--- src/rtl/clk_ratio_meter.sv ---
// ---------------------------------------------------------------------------
// clk_ratio_meter
//
// Measures a slow periodic signal (typically a divided clock) against the
// reference clock. Reports the rise-to-rise period and the rise-to-fall high
// time in reference cycles. Declares lock once the same (period, high_time)
// pair has been seen LOCK_CNT times in a row. Flags loss when the expected
// edge does not arrive within TIMEOUT cycles of the last rise.
//
// Parameters
//   W         counter / measurement width
//   TIMEOUT   cycles after the last rise with no expected edge -> sig_lost
//   LOCK_CNT  consecutive identical measurements needed for locked
//
// Ports
//   clk_in      in   reference clock, all logic on posedge
//   rst_n       in   asynchronous active-low reset
//   sig_in      in   signal under measurement, asynchronous to clk_in
//   period      out  last measured rise-to-rise distance (cycles)
//   high_time   out  last measured rise-to-fall distance (cycles)
//   meas_valid  out  one-cycle pulse when period/high_time update
//   duty_ok     out  2*high_time within +/-1 of period
//   locked      out  LOCK_CNT consecutive identical measurements
//   sig_lost    out  expected edge missing for TIMEOUT cycles
// ---------------------------------------------------------------------------
module clk_ratio_meter #(
    parameter int W        = 10,
    parameter int TIMEOUT  = 1023,
    parameter int LOCK_CNT = 4
) (
    input  logic         clk_in,
    input  logic         rst_n,
    input  logic         sig_in,
    output logic [W-1:0] period,
    output logic [W-1:0] high_time,
    output logic         meas_valid,
    output logic         duty_ok,
    output logic         locked,
    output logic         sig_lost
);

    localparam int MW = $clog2(LOCK_CNT + 1);

    typedef enum logic [1:0] {
        IDLE = 2'd0,
        HIGH = 2'd1,
        LOW  = 2'd2
    } state_t;

    state_t        state;
    logic          sig_meta;
    logic          sig_s;
    logic          sig_d;
    logic [W-1:0]  cnt;
    logic [W-1:0]  hi_cap;
    logic [MW-1:0] match_cnt;
    logic          first_meas;

    logic          rise;
    logic          fall;
    logic          timeout_hit;
    logic          same_pair;
    logic [MW-1:0] match_next;
    logic [W:0]    twice_hi;
    logic [W:0]    p_ext;
    logic          duty_calc;

    assign rise        = sig_s & ~sig_d;
    assign fall        = ~sig_s & sig_d;
    assign timeout_hit = (cnt == W'(TIMEOUT));

    // In LOW, a rise closes a measurement: cnt is the new period and hi_cap
    // the new high time. These are compared against the currently reported
    // pair, which is the previous measurement.
    assign same_pair = (cnt == period) && (hi_cap == high_time);

    always_comb begin
        match_next = MW'(1);
        if (!first_meas && same_pair) begin
            if (match_cnt == MW'(LOCK_CNT))
                match_next = match_cnt;
            else
                match_next = match_cnt + MW'(1);
        end
    end

    // Duty check done one bit wider so 2*high_time cannot wrap.
    assign twice_hi  = {hi_cap, 1'b0};
    assign p_ext     = {1'b0, cnt};
    assign duty_calc = (twice_hi == p_ext)
                    || ((twice_hi + (W+1)'(1)) == p_ext)
                    || (twice_hi == (p_ext + (W+1)'(1)));

    always_ff @(posedge clk_in or negedge rst_n) begin
        if (!rst_n) begin
            sig_meta   <= 1'b0;
            sig_s      <= 1'b0;
            sig_d      <= 1'b0;
            state      <= IDLE;
            cnt        <= '0;
            hi_cap     <= '0;
            match_cnt  <= '0;
            first_meas <= 1'b0;
            period     <= '0;
            high_time  <= '0;
            meas_valid <= 1'b0;
            duty_ok    <= 1'b0;
            locked     <= 1'b0;
            sig_lost   <= 1'b0;
        end else begin
            sig_meta   <= sig_in;
            sig_s      <= sig_meta;
            sig_d      <= sig_s;
            meas_valid <= 1'b0;

            case (state)
                IDLE: begin
                    cnt <= '0;
                    if (rise) begin
                        state      <= HIGH;
                        cnt        <= W'(1);
                        sig_lost   <= 1'b0;
                        // The first pair after IDLE has nothing valid to
                        // compare against.
                        first_meas <= 1'b1;
                    end
                end

                HIGH: begin
                    // An edge in the same cycle as the timeout wins.
                    if (fall) begin
                        hi_cap <= cnt;
                        cnt    <= cnt + W'(1);
                        state  <= LOW;
                    end else if (timeout_hit) begin
                        state     <= IDLE;
                        cnt       <= '0;
                        sig_lost  <= 1'b1;
                        locked    <= 1'b0;
                        match_cnt <= '0;
                        duty_ok   <= 1'b0;
                    end else begin
                        cnt <= cnt + W'(1);
                    end
                end

                LOW: begin
                    if (rise) begin
                        period     <= cnt;
                        high_time  <= hi_cap;
                        meas_valid <= 1'b1;
                        duty_ok    <= duty_calc;
                        match_cnt  <= match_next;
                        locked     <= (match_next == MW'(LOCK_CNT));
                        first_meas <= 1'b0;
                        cnt        <= W'(1);
                        state      <= HIGH;
                    end else if (timeout_hit) begin
                        state     <= IDLE;
                        cnt       <= '0;
                        sig_lost  <= 1'b1;
                        locked    <= 1'b0;
                        match_cnt <= '0;
                        duty_ok   <= 1'b0;
                    end else begin
                        cnt <= cnt + W'(1);
                    end
                end

                default: begin
                    state <= IDLE;
                    cnt   <= '0;
                end
            endcase
        end
    end

endmodule

--- config.mk ---
export PLATFORM = sky130hd
export DESIGN_NAME = clk_ratio_meter
export DESIGN_NICKNAME = d
export VERILOG_FILES = /design/src/rtl/clk_ratio_meter.sv
export SDC_FILE = /design/constraint.sdc
export NUM_CORES = 1
export LEC_CHECK = 0
export BUFFER_PORTS_ARGS = -buffer_cell sky130_fd_sc_hd__buf_4
export CAP_MARGIN = 5
export CORE_MARGIN = 2
export CORE_UTILIZATION = 30
export CTS_CLUSTER_DIAMETER = 50
export DETAILED_ROUTE_END_ITERATION = 16
export SYNTH_ARGS = -nofsm -noshare
export SYNTH_HDL_FRONTEND = slang
export SYNTH_SLANG_ARGS = --single-unit
--- constraint.sdc ---
create_clock -name clk_in -period 1.8 [get_ports clk_in]
set_clock_uncertainty 0.2 [all_clocks]
set_input_delay 0.18 -clock clk_in [delete_from_list [all_inputs] [get_ports clk_in]]
set_output_delay 0.18 -clock clk_in [all_outputs]
set_load 0.05 [all_outputs]
Word-level counts from Yosys, hierarchy flattened
Cells that the tools add are included.
- $add $sub $neg: 4
- equal/unequal tests: 14
- muxes and demuxes: 33
- bitwise gates (word level): 4
- reduce and logical (&&, ||, !) cells: 14
- operators by type and width (cell ; count):
    $mux 10 ; 3
    $pmux 10 s3 ; 1
    $eq 11x10->1 ; 2
    $eq 10x10->1 ; 2
    $mux 3 ; 5
    $mux 1 ; 14
    $add 10x1->11 const B ; 1
    $add 11x1->11 const B ; 1
    $eq 11x11->1 ; 1
    $add 10x1->10 const B ; 1
    $eq 10x10->1 const B ; 1
    $mux 2 ; 4
    $ne 2x2->1 const B ; 4
    $eq 3x3->1 const B ; 2
    $pmux 1 s2 ; 3
    $pmux 2 s3 ; 1
    $pmux 3 s2 ; 1
    $reduce_and 2->1 ; 3
    $reduce_and 4->1 ; 1
    $reduce_bool 2->1 ; 2
    $add 3x1->3 const B ; 1
    $pmux 1 s3 ; 1
    $reduce_and 3->1 ; 1
    $reduce_bool 3->1 ; 1
    8 further kinds ; 12
- flip-flop bits (word level): 53
- bits of input ports: 3
- output and inout port bits: 24
- word-level logic and storage cells: 83

Longest topological paths before layout
Gate-level depths: netlist of run 1.
- depth in word-level cells: 7
- mapped depth: 8
- depth with buffers taken out: 8

Worst setup path after synthesis of run 1
Ideal clock, no wire load.
- path type: reg-to-reg
- start: reg cnt[0]
- end: reg duty_ok
- setup time: 0.092 ns
- arrival time: 1.656 ns
- required time: 1.508 ns
- slack: -0.148 ns
- cell stages (with the launch flop): 8
- path buffers: 1
- period minus slack after synthesis: 1.948 ns
- cell sequence: dfrtp_1 > ha_1 > buf_2 > and4bb_4 > a2111oi_2 > a21o_1 > a31oi_1 > o31ai_2
- word-level cells in the longest chain between the ends: 5
- elaborated cells on any way between the ends: 11
- those cells by class: add/sub: 1; eq/ne: 4; mux: 4; reduce/logical: 2
- RTL lines (element ; RTL line ; text):
    from (decl) ; 54 ; logic [W-1:0] cnt;
    from (signal assigned) ; 133 ; cnt <= cnt + W'(1);
    from (signal assigned) ; 143 ; cnt <= cnt + W'(1);
    from (signal assigned) ; 166 ; cnt <= cnt + W'(1);
    $add 10x1->11 (tied with other cells) ; 92 ; || (twice_hi == (p_ext + (W+1)'(1)));
    $eq 11x11->1 or $logic_or 1x1->1 (tied branches) ; 92, 91 ;
    $logic_or 1x1->1 ; 92 ;
    $mux 1 ; 148 ; if (rise) begin
    $pmux 1 s2 * ; 116 ; case (state)
    to (signal assigned) ; 152 ; duty_ok <= duty_calc;
    to (decl) ; 37 ; output logic duty_ok,
Every way passes the cells marked *; elsewhere a longest branch is shown, timed or not. The select of a mux whose other input is x is not followed.
A chain may end at the register's enable or synchronous reset.

Final worst setup path of run 1
- start: reg cnt[1]
- end: reg duty_ok
The elaborated chain is that of the path after synthesis.

==> results of run 1 <==
-- kinds of logic (layout without fill, tap and decap cells) --
family | after synthesis | count (layout)
xor+xnor | 41 | 41
compound gates | 46 | 46
simple gates | 134 | 134
buf+inv | 32 | 128
flops | 53 | 53
fa+ha+maj | 8 | 8
mux | 9 | 9
-- repair_timing --
action / in CTS / in global routing
hold buffers: 2 / 0
pin swaps: 5 / 16
setup buffers: 8 / 6
resized for setup: 30 / 42
setup endpoints to repair: 26 / 27
hold endpoints to repair: 54 / 0
cloned: 2 / 0
-- final cells by class --
type	count	area [sq um]
clock buffer	6	72.6
clock inverter	2	38.8
fill	961	5480
inverter	11	41.3
multi-input combinational	238	1810
sequential	53	1350
tap	133	166
timing repair buffer	109	862
-- metrics by stage --
| stage | total power [W] | hold WS (ns) | area (sq um) | TNS (ns) | std cells |
|---|---|---|---|---|---|
| 6_report | 0.00431 | 0.159 | 4340 | -0.684 | 552 |
| 5_1_grt | 0.00452 | 0.170 | 4340 | -2.30 | 552 |
| 4_1_cts | 0.00424 | 0.161 | 4170 | -0.815 | 548 |
| 3_5_place_dp | 0.00309 | 0.0744 | 3840 | -2.40 | 529 |
| 3_3_place_gp | 0.00305 | 0.0680 | 3840 | -1.59 | 529 |
| 2_1_floorplan | 0.00241 | -0.316 | 3090 | -0.0980 | 323 |
-- final timing paths --
kind | startpoint | end | slack, ns | cells past startpoint
max in group asynchronous | rst_n | cnt[5] | 0.63 | 2
max | cnt[1] | duty_ok | -0.10 | 7
min reg2reg | sig_meta | sig_s | 0.16 | 0
max reg2reg | cnt[1] | duty_ok | -0.10 | 7
min | sig_meta | sig_s | 0.16 | 0
min in group asynchronous | rst_n | match_cnt[2] | 0.25 | 2
-- Yosys cell counts, types with 2 or more instances --
| cell type | number |
|---|---|
| mux2_2 | 9 |
| dfrtp_1 | 53 |
| inv_1 | 11 |
| nand3b_1 | 3 |
| nor2_1 | 21 |
| nor2b_1 | 3 |
| nor3_1 | 6 |
| buf_4 | 7 |
| a31oi_1 | 2 |
| nand4_1 | 9 |
| nor4_1 | 4 |
| xor2_1 | 23 |
| a211oi_1 | 2 |
| buf_6 | 3 |
| buf_2 | 6 |
| o21ai_0 | 13 |
| clkbuf_1 | 4 |
| a211o_1 | 2 |
| a21oi_1 | 6 |
| ha_1 | 8 |
| nand3_1 | 3 |
| o22ai_1 | 2 |
| a21o_1 | 4 |
| and2_1 | 3 |
| xnor2_1 | 18 |
| nand2_1 | 70 |
-- routing by layer --
layer | wire [um] | part of all wire (%)
met1 | 4000 | 46
met2 | 4340 | 50
met3 | 221 | 2.6
met4 | 59 | 0.68
met5 | 0 | 0
-- power by group --
part | switching, W | internal (W) | leakage [nW] | total (W)
logic | 0.00115 | 0.000880 | 1.37 | 0.00203
registers | 0.000128 | 0.00132 | 0.688 | 0.00145
clock network | 0.000411 | 0.000418 | 0.0554 | 0.000829
total | 0.00169 | 0.00262 | 2.11 | 0.00431
-- state kept, by name, indices dropped and copies added, names as in the netlist --
signal / cells
cnt: 10
hi_cap: 10
high_time: 10
period: 10
match_cnt: 3
state: 2
duty_ok: 1
first_meas: 1
locked: 1
meas_valid: 1
sig_d: 1
sig_lost: 1
sig_meta: 1
sig_s: 1
==> metrics, run 1 <==
RSZ-0062 raised after global routing yes; Final Critical Period between 1.5 and 2 ns; CP bufs+invs 1; Post-Synth Simple-Gate Area 21.6%; failing checks negative setup slack; I/O pin count 27; GRT Overall Usage roughly 16%; Clk pin slew, worst setup/hold paths 0.10 ns; GR Util met3 under 10%; HP Class reg -> reg; Max stage delay on crit path approximately 0.39 ns; Syn Inst Count 323; P per Cell Area 994 nW/um^2; Initial Utilization a little under a third; worst slew margin relative to its limit 53.4%; Critical Path RT roughly 1.8 ns; via count 2670; Worst Tran Pin Value ~0.7 ns; layout cells sized above 1 ~44%; global route total overflow 0; FP Rows 36; H-tree depth 2; met1 usage around 20%; fin crit share 106%; #FFs+latches synth 53; Final Setup Violations 15; maximum clock path buffer count 2; worst-path cell chain ha_2 -> buf_4 -> nand3_4 -> xor2_1 -> a221oi_2 -> nand4_1 -> o31ai_2; post-synthesis compound-gate area fraction 10.8%; Max-cap violations 0; top-area cell type share of the netlist area approximately 43%; worst-path maximum fanout 4; outcome finished with violations; Synth cell types 54; Synth Area in XOR/XNOR 11.8%; Max Freq between 500 and 600 MHz; drt drc 0; placer congestion estimate around 0.86; Max VDD drop roughly 0.00069 V; average cell area after synthesis roughly 9.4 sq um; commonest non-fill, non-tap cells in the layout 99 x buf_4, 69 x nand2_1, 34 x dfrtp_1; DP Wirelength ~6.0 mm; detailed-router iteration count before antenna repair 4; CP Launch Type flop; critical path arrival around 1.9 ns; Final WS setup -0.101 ns; Buffers on Ports 26; core area between 9000 and 10000 sq um; Leak approximately 2.1 nW; Synth Net Count roughly 330; busiest grt layer met2; pre-CTS WS -0.315 ns; Final Hold Fails 0; predominant post-synthesis flop cell dfrtp_1; final slew viol count 0; clock root buffer clkbuf_8; slowest cell on the critical path dfrtp_1; first-pass GRT wire length roughly 14 mm; most common cell after layout, fill and taps aside buf_4; largest net degree at the start of global routing 54; DIE HEIGHT 105 um; async set or reset register ratio after synthesis between 90% and 100%; die area 11000 sq um; dominant cells by area after synthesis dfrtp_1 43%, nand2_1 8.6%, xor2_1 6.6%, xnor2_1 5.2%, mux2_2 3.3%; initial antenna violation count 0; DRT antenna net count 0; TritonCTS clock tree done; CP delay by family, top compound AO/OA/AOI/OAI gates; number of flops mapped to enable cells by yosys 0; critical path class reg -> reg; utilization after layout between 40% and 50%; CTS Buf Count 5; Post-Route WL between 8 and 9 mm; area growth from synthesis to final layout 42.1%; combinational family with the most area after synthesis simple AND/OR/NAND/NOR gates; sequential fraction of the synthesis area a little over two fifths; Clock Latency Late Sink 0.32 ns; Synth Area in Adders under 10%; # clock sinks 53; nets@finish about 430; area leader, netlist dfrtp_1; M2 GR Usage a little over a quarter; diode count 0; Crit. End Element flop; mux share of post-synthesis cell area under 10%; YS warnings 0; Netlist Area Pre-Place just over 3000 sq um; number of global-route vias before repair roughly 2700; Die W around 100 um; initial DRC count 130; WL per Instance roughly 16 um; via/cell ratio between 4 and 5
Power figures use the tool's default switching activity.
==> run 2, diff against run 1 <==
CELL_PAD_IN_SITES_DETAIL_PLACEMENT = 2   (was default)
CELL_PAD_IN_SITES_GLOBAL_PLACEMENT = 2   (was default)
GPL_TIMING_DRIVEN = 0   (was default)
HOLD_SLACK_MARGIN = 0.06   (was default)
PLACE_DENSITY_LB_ADDON = 0.1   (was default)
==> run 2 against run 1 <==
The run still ends with negative setup slack left. Combinational power decreased by 10%. Via count decreased by 4.2%. Routed wire length increased by 14%. Clock power decreased by 12%. Largest cell class unchanged. Design area decreased by 7.5%. Cell count decreased by 6.2%. Count of clock-buffer cells in the layout unchanged. Register-to-register slack got worse by 0.11 ns. Worst setup slack got worse by 0.11 ns. Critical path depth decreased by 1. Die area unchanged. Critical endpoint unchanged.
==> metrics, run 2 (synthesis results as in run 1) <==
GRT Overall Usage 18.5% (+3.0 points); Clk pin slew, worst setup/hold paths 0.11 ns (about the same); outcome finished with violations; DP Wirelength 6.50 mm (+8.6%); area growth from synthesis to final layout 31.5%; number of global-route vias before repair 2766 (+3.8%); TritonCTS clock tree done; clock root buffer clkbuf_8; RSZ-0062 raised after global routing yes; initial antenna violation count 0 (unchanged); Leak 1.91 nW (-9.5%); Max stage delay on crit path 0.42 ns (+0.03 ns); die area 11000 sq um (unchanged); layout cells sized above 1 37.7% (-6.7 points); placer congestion estimate 0.779 (-9.6%); H-tree depth 2 (unchanged); reg-to-reg startpoint cnt[1]; cell count after placement 482 (-8.9%); I/O pin count 27 (unchanged); via count 2558 (-4.2%); Max Freq 496 MHz (-5.6%); P per Cell Area 1010 nW/um^2 (+1.2%); CTS Buf Count 5 (unchanged); WHS Endpoint sig_s; critical path arrival 2.06 ns (+0.13 ns); CP delay by family, top compound AO/OA/AOI/OAI gates; Final WS setup -0.214 ns (-0.113 ns); R2R cell count 6 (-1); final slew viol count 0 (unchanged); Buffers on Ports 26 (unchanged); Critical Path RT 1.84 ns (about the same); via/cell ratio 4.94 (+2.1%); worst-path cell chain ha_2 -> xnor2_1 -> o2111ai_4 -> a221oi_2 -> nand4_1 -> o31ai_2; cell area after layout 4010 sq um (-7.5%); Layout Cells excl Fill 518 (-6.2%); Initial Utilization 31.1% (unchanged); Post-Route WL 9.81 mm (+14%); initial DRC count 60 (-54%); first-pass GRT wire length 15.8 mm (+16%); Final Critical Period 2.01 ns (+0.113 ns); global route total overflow 0 (unchanged); FP Rows 36 (unchanged); # clock sinks 53 (unchanged); Max-cap violations 0 (unchanged); hold wc startpoint sig_meta; worst hold stages 0 (unchanged); worst slew margin relative to its limit 51.9% (-1.5 points); Clock Latency Late Sink 0.32 ns (about the same); reg-to-reg setup timing slack -0.21 ns (-0.11 ns); slowest cell on the critical path dfrtp_1; core area 9820 sq um (unchanged); CP bufs+invs 0 (-1); fin crit share 112% (+6.3 points); Crit. End Element flop; Final Hold Fails 0 (unchanged); nets@finish 395 (-7.9%); maximum clock path buffer count 2 (unchanged); critical path class reg -> reg; Worst Tran Pin Value 0.721 ns (+0.0222 ns); diode count 0 (unchanged); CP Launch Type flop; DIE HEIGHT 105 um (unchanged); HP Class reg -> reg; reg2reg end duty_ok; Max VDD drop 0.000480 V (-30%); Die W 105 um (unchanged); placed instance area 3460 sq um (-9.9%); commonest non-fill, non-tap cells in the layout 69 x nand2_1, 52 x buf_4, 33 x dfrtp_1; WL per Instance 18.9 um (+21%); most common cell after layout, fill and taps aside nand2_1; worst-path maximum fanout 3 (-1); largest net degree at the start of global routing 54 (unchanged); Hold WS 0.177 ns (+0.0186 ns); Final Setup Violations 16 (+1); drt drc 0 (unchanged); detailed-router iteration count before antenna repair 4 (unchanged); DRT antenna net count 0 (unchanged); failing checks negative setup slack
-- run 2: worst max-delay path by stage --
stage | startpoint | end | slack [ns] | cells past startpoint
2_1_floorplan | cnt[0] | duty_ok | -0.1 | 7
3_3_place_gp | state[0] | duty_ok | -0.46 | 7
3_5_place_dp | state[0] | duty_ok | -0.45 | 7
4_1_cts | state[1] | duty_ok | -0.22 | 7
5_1_grt | cnt[1] | duty_ok | -0.34 | 6
6_report | cnt[1] | duty_ok | -0.21 | 6
-- run 2: power breakdown --
group	total, W	internal, W	switching [W]
sequential	0.00149	0.00133	0.000161
combinational	0.00182	0.000765	0.00105
clock	0.000731	0.000276	0.000455
-- run 2: timing repair --
item,CTS,global route
endpoints found under the hold margin,54,0
hold buffers,2,0
setup endpoints to repair,50,47
resized for setup,34,27
pin swaps,6,15
gates cloned,1,0
setup buffers,16,12
-- run 2: worst reg2reg max path: stages (launching register included) --
cell       delay (ns)
dfrtp_1          0.42
ha_2             0.31
xnor2_1          0.26
o2111ai_4        0.18
a221oi_2         0.24
nand4_1          0.15
o31ai_2          0.18
-- run 2: area by class of cell --
type	instances	area (sq um)
fill	1127	5810
multi-input combinational	238	1740
sequential	53	1350
timing repair buffer	56	457
buffer	19	168
tap	133	166
clock buffer	6	72.6
inverter	11	41.3
clock inverter	2	15.0
-- run 2: through the flow --
step | utilization (%) | TNS [ns] | setup WS, ns | total power [W]
after floorplan | - | -0.0980 | -0.0980 | 0.00241
after global placement | 35.2 | -11.01 | -0.457 | 0.00284
after detailed placement | 35.2 | -12.25 | -0.450 | 0.00288
after CTS | 39.0 | -1.59 | -0.218 | 0.00390
after global routing | 40.9 | -2.42 | -0.340 | 0.00430
final | 40.9 | -0.881 | -0.214 | 0.00404
-- run 2: metal layers --
| layer | vias up | global-route usage (%) | routed length, um |
|---|---|---|---|
| met5 | - | 0 | 0 |
| met4 | 0 | 4.29 | 80 |
| met3 | 5 | 2.18 | 190 |
| met2 | 29 | 29.6 | 4640 |
| met1 | 1315 | 26.8 | 4890 |
| li1 | 1209 | - | - |
==> run 3, diff against run 2 <==
CTS_BUF_LIST = sky130_fd_sc_hd__clkbuf_16   (was default)
GPL_ROUTABILITY_DRIVEN = 0   (was default)
==> run 3 against run 2 <==
Hold slack worse by 0.012 ns. Largest cell class unchanged. The run still ends with negative setup slack left. Flip-flop and latch count unchanged. Total power up 9.6%. Utilization up 1.2 points. Design area up 3.0%.
==> metrics, run 3 (synthesis results as in run 1) <==
outcome finished with violations; failing checks negative setup slack; Max Freq 505 MHz (+1.7%); clock root buffer clkbuf_16; register area 1350 sq um (about the same); most common cell after layout, fill and taps aside nand2_1; TritonCTS clock tree done; worst slew margin relative to its limit 52.4% (+0.48 points); Hold WS 0.165 ns (-0.0120 ns); Clk pin slew, worst setup/hold paths 0.08 ns (-0.03 ns); WL per Instance 19.4 um (+2.6%); FP Rows 36 (unchanged); diode count 0 (unchanged); Final Setup Violations 27 (+11); reg-to-reg startpoint state[0]; R2R cell count 8 (+2); final slew viol count 0 (unchanged); Layout Cells excl Fill 519 (+0.19%); core area 9820 sq um (unchanged); Critical Path RT 1.79 ns (-0.05 ns); reg2reg end hi_cap[5]; nets@finish 396 (+0.25%); Final Hold Fails 0 (unchanged); critical path arrival 1.97 ns (-0.09 ns); via count 2574 (+0.63%); Initial Utilization 31.1% (unchanged); Crit. End Element flop; fin crit share 110% (-1.8 points); drt drc 0 (unchanged); hold wc startpoint sig_meta; Leak 1.95 nW (+2.3%); maximum clock path buffer count 2 (unchanged); Max-cap violations 0 (unchanged); Worst Tran Pin Value 0.714 ns (-0.00718 ns); # clock sinks 53 (unchanged); largest net degree at the start of global routing 54 (unchanged); number of global-route vias before repair 2769 (+0.11%); Final WS setup -0.181 ns (+0.0330 ns); Max VDD drop 0.000762 V (+59%); Die W 105 um (unchanged); die area 11000 sq um (unchanged); initial DRC count 60 (unchanged); I/O pin count 27 (unchanged); first-pass GRT wire length 16.0 mm (+0.74%); P per Cell Area 1070 nW/um^2 (+6.4%); # fillers 1101 (-2.3%); RSZ-0062 raised after global routing yes; Setup TNS -3.08 ns (-2.20 ns); critical path class reg -> reg; DP Wirelength 6.50 mm (unchanged); area occupied by multi-input gates 1790 sq um (+2.8%); Clock Latency Late Sink 0.30 ns (-0.02 ns); Final Critical Period 1.98 ns (-0.0330 ns); via/cell ratio 4.96 (+0.43%); worst-path maximum fanout 5 (+2); reg-to-reg setup timing slack -0.18 ns (+0.03 ns); Buffers on Ports 26 (unchanged); DIE HEIGHT 105 um (unchanged); worst hold stages 0 (unchanged); commonest non-fill, non-tap cells in the layout 69 x nand2_1, 50 x buf_4, 34 x dfrtp_1; Post-Route WL 10.1 mm (+2.8%); area growth from synthesis to final layout 35.5%; detailed-router iteration count before antenna repair 4 (unchanged); initial antenna violation count 0 (unchanged); CP Launch Type flop; HP Class reg -> reg; cell count after placement 482 (unchanged); H-tree depth 2 (unchanged); GRT Overall Usage 18.9% (+0.36 points); layout cells sized above 1 40.7% (+3.0 points); CTS Buf Count 5 (unchanged); WHS Endpoint sig_s; DRT antenna net count 0 (unchanged); global route total overflow 0 (unchanged)
[run 3: cell count changes in the layout (fill, tap and decap cells not counted), moves of 2 or more]
cell	delta
buf_6	+3
mux2_2	-3
buf_4	-2
o21ai_0	-3
xnor2_1	-2
nor2_1	-5
o21ai_1	+3
clkbuf_16	+5
mux2_4	+3
nor2_2	+5
xnor2_2	+3
clkbuf_8	-5
[run 3: area by class of cell]
cell class,count,area share [%]
flip-flops and latches,53,32.7
inverters,11,0.999
clock inverters,3,0.454
clock buffers,5,3.03
plain buffers,19,4.21
multi-input cells,238,43.3
repair buffers,57,11.3
well taps,133,4.03
[run 3: per-stage QoR]
step | setup WS [ns] | cell area [sq um] | total power, W | util, %
6_report | -0.181 | 4130 | 0.00443 | 42.1
4_1_cts | -0.197 | 3890 | 0.00422 | 39.7
3_5_place_dp | -0.450 | 3460 | 0.00288 | 35.2
5_1_grt | -0.284 | 4130 | 0.00467 | 42.1
2_1_floorplan | -0.0980 | 3090 | 0.00241 | -
3_3_place_gp | -0.457 | 3460 | 0.00284 | 35.2
[run 3: what timing repair did]
action,in CTS,in global routing
setup endpoints to repair,49,49
buffers inserted,17,10
gates resized for setup,37,47
hold buffers,2,0
gates cloned,2,0
hold endpoints to repair,54,0
pin swaps,12,21
[run 3: how the worst max path moves through the flow]
| stage | from | endpoint | slack, ns | cells past startpoint |
|---|---|---|---|---|
| final | state[0] | hi_cap[5] | -0.18 | 8 |
| after global routing | cnt[0] | duty_ok | -0.28 | 7 |
| after CTS | state[1] | duty_ok | -0.20 | 7 |
| after detailed placement | state[0] | duty_ok | -0.45 | 7 |
| after global placement | state[0] | duty_ok | -0.46 | 7 |
| after floorplan | cnt[0] | duty_ok | -0.1 | 7 |
[run 3: worst max-delay path, cell delays in order, from the launching register on]
cell and delay (ns):
dfrtp_1 0.40, buf_4 0.14, buf_6 0.11, buf_6 0.11
ha_4 0.17, nand3b_1 0.14, buf_6 0.15, buf_8 0.12
mux2_2 0.32
[run 3: power breakdown]
group	switching (W)	internal [W]	total [W]
Clock	0.000486	0.000513	0.000999
Combinational	0.00113	0.000812	0.00194
Sequential	0.000163	0.00133	0.00149
Total	0.00177	0.00265	0.00443
[run 3: per-layer routing]
layer  share of wire (%)  vias up  global-route usage (%)  routed length, um
li1                    -     1219                       -                  -
met1                  49     1326                    26.5               4990
met2                  48       22                    30.6               4820
met3                 1.8        7                    2.81                178
met4                0.88        0                    4.48                 89
met5                   0        -                       0                  0
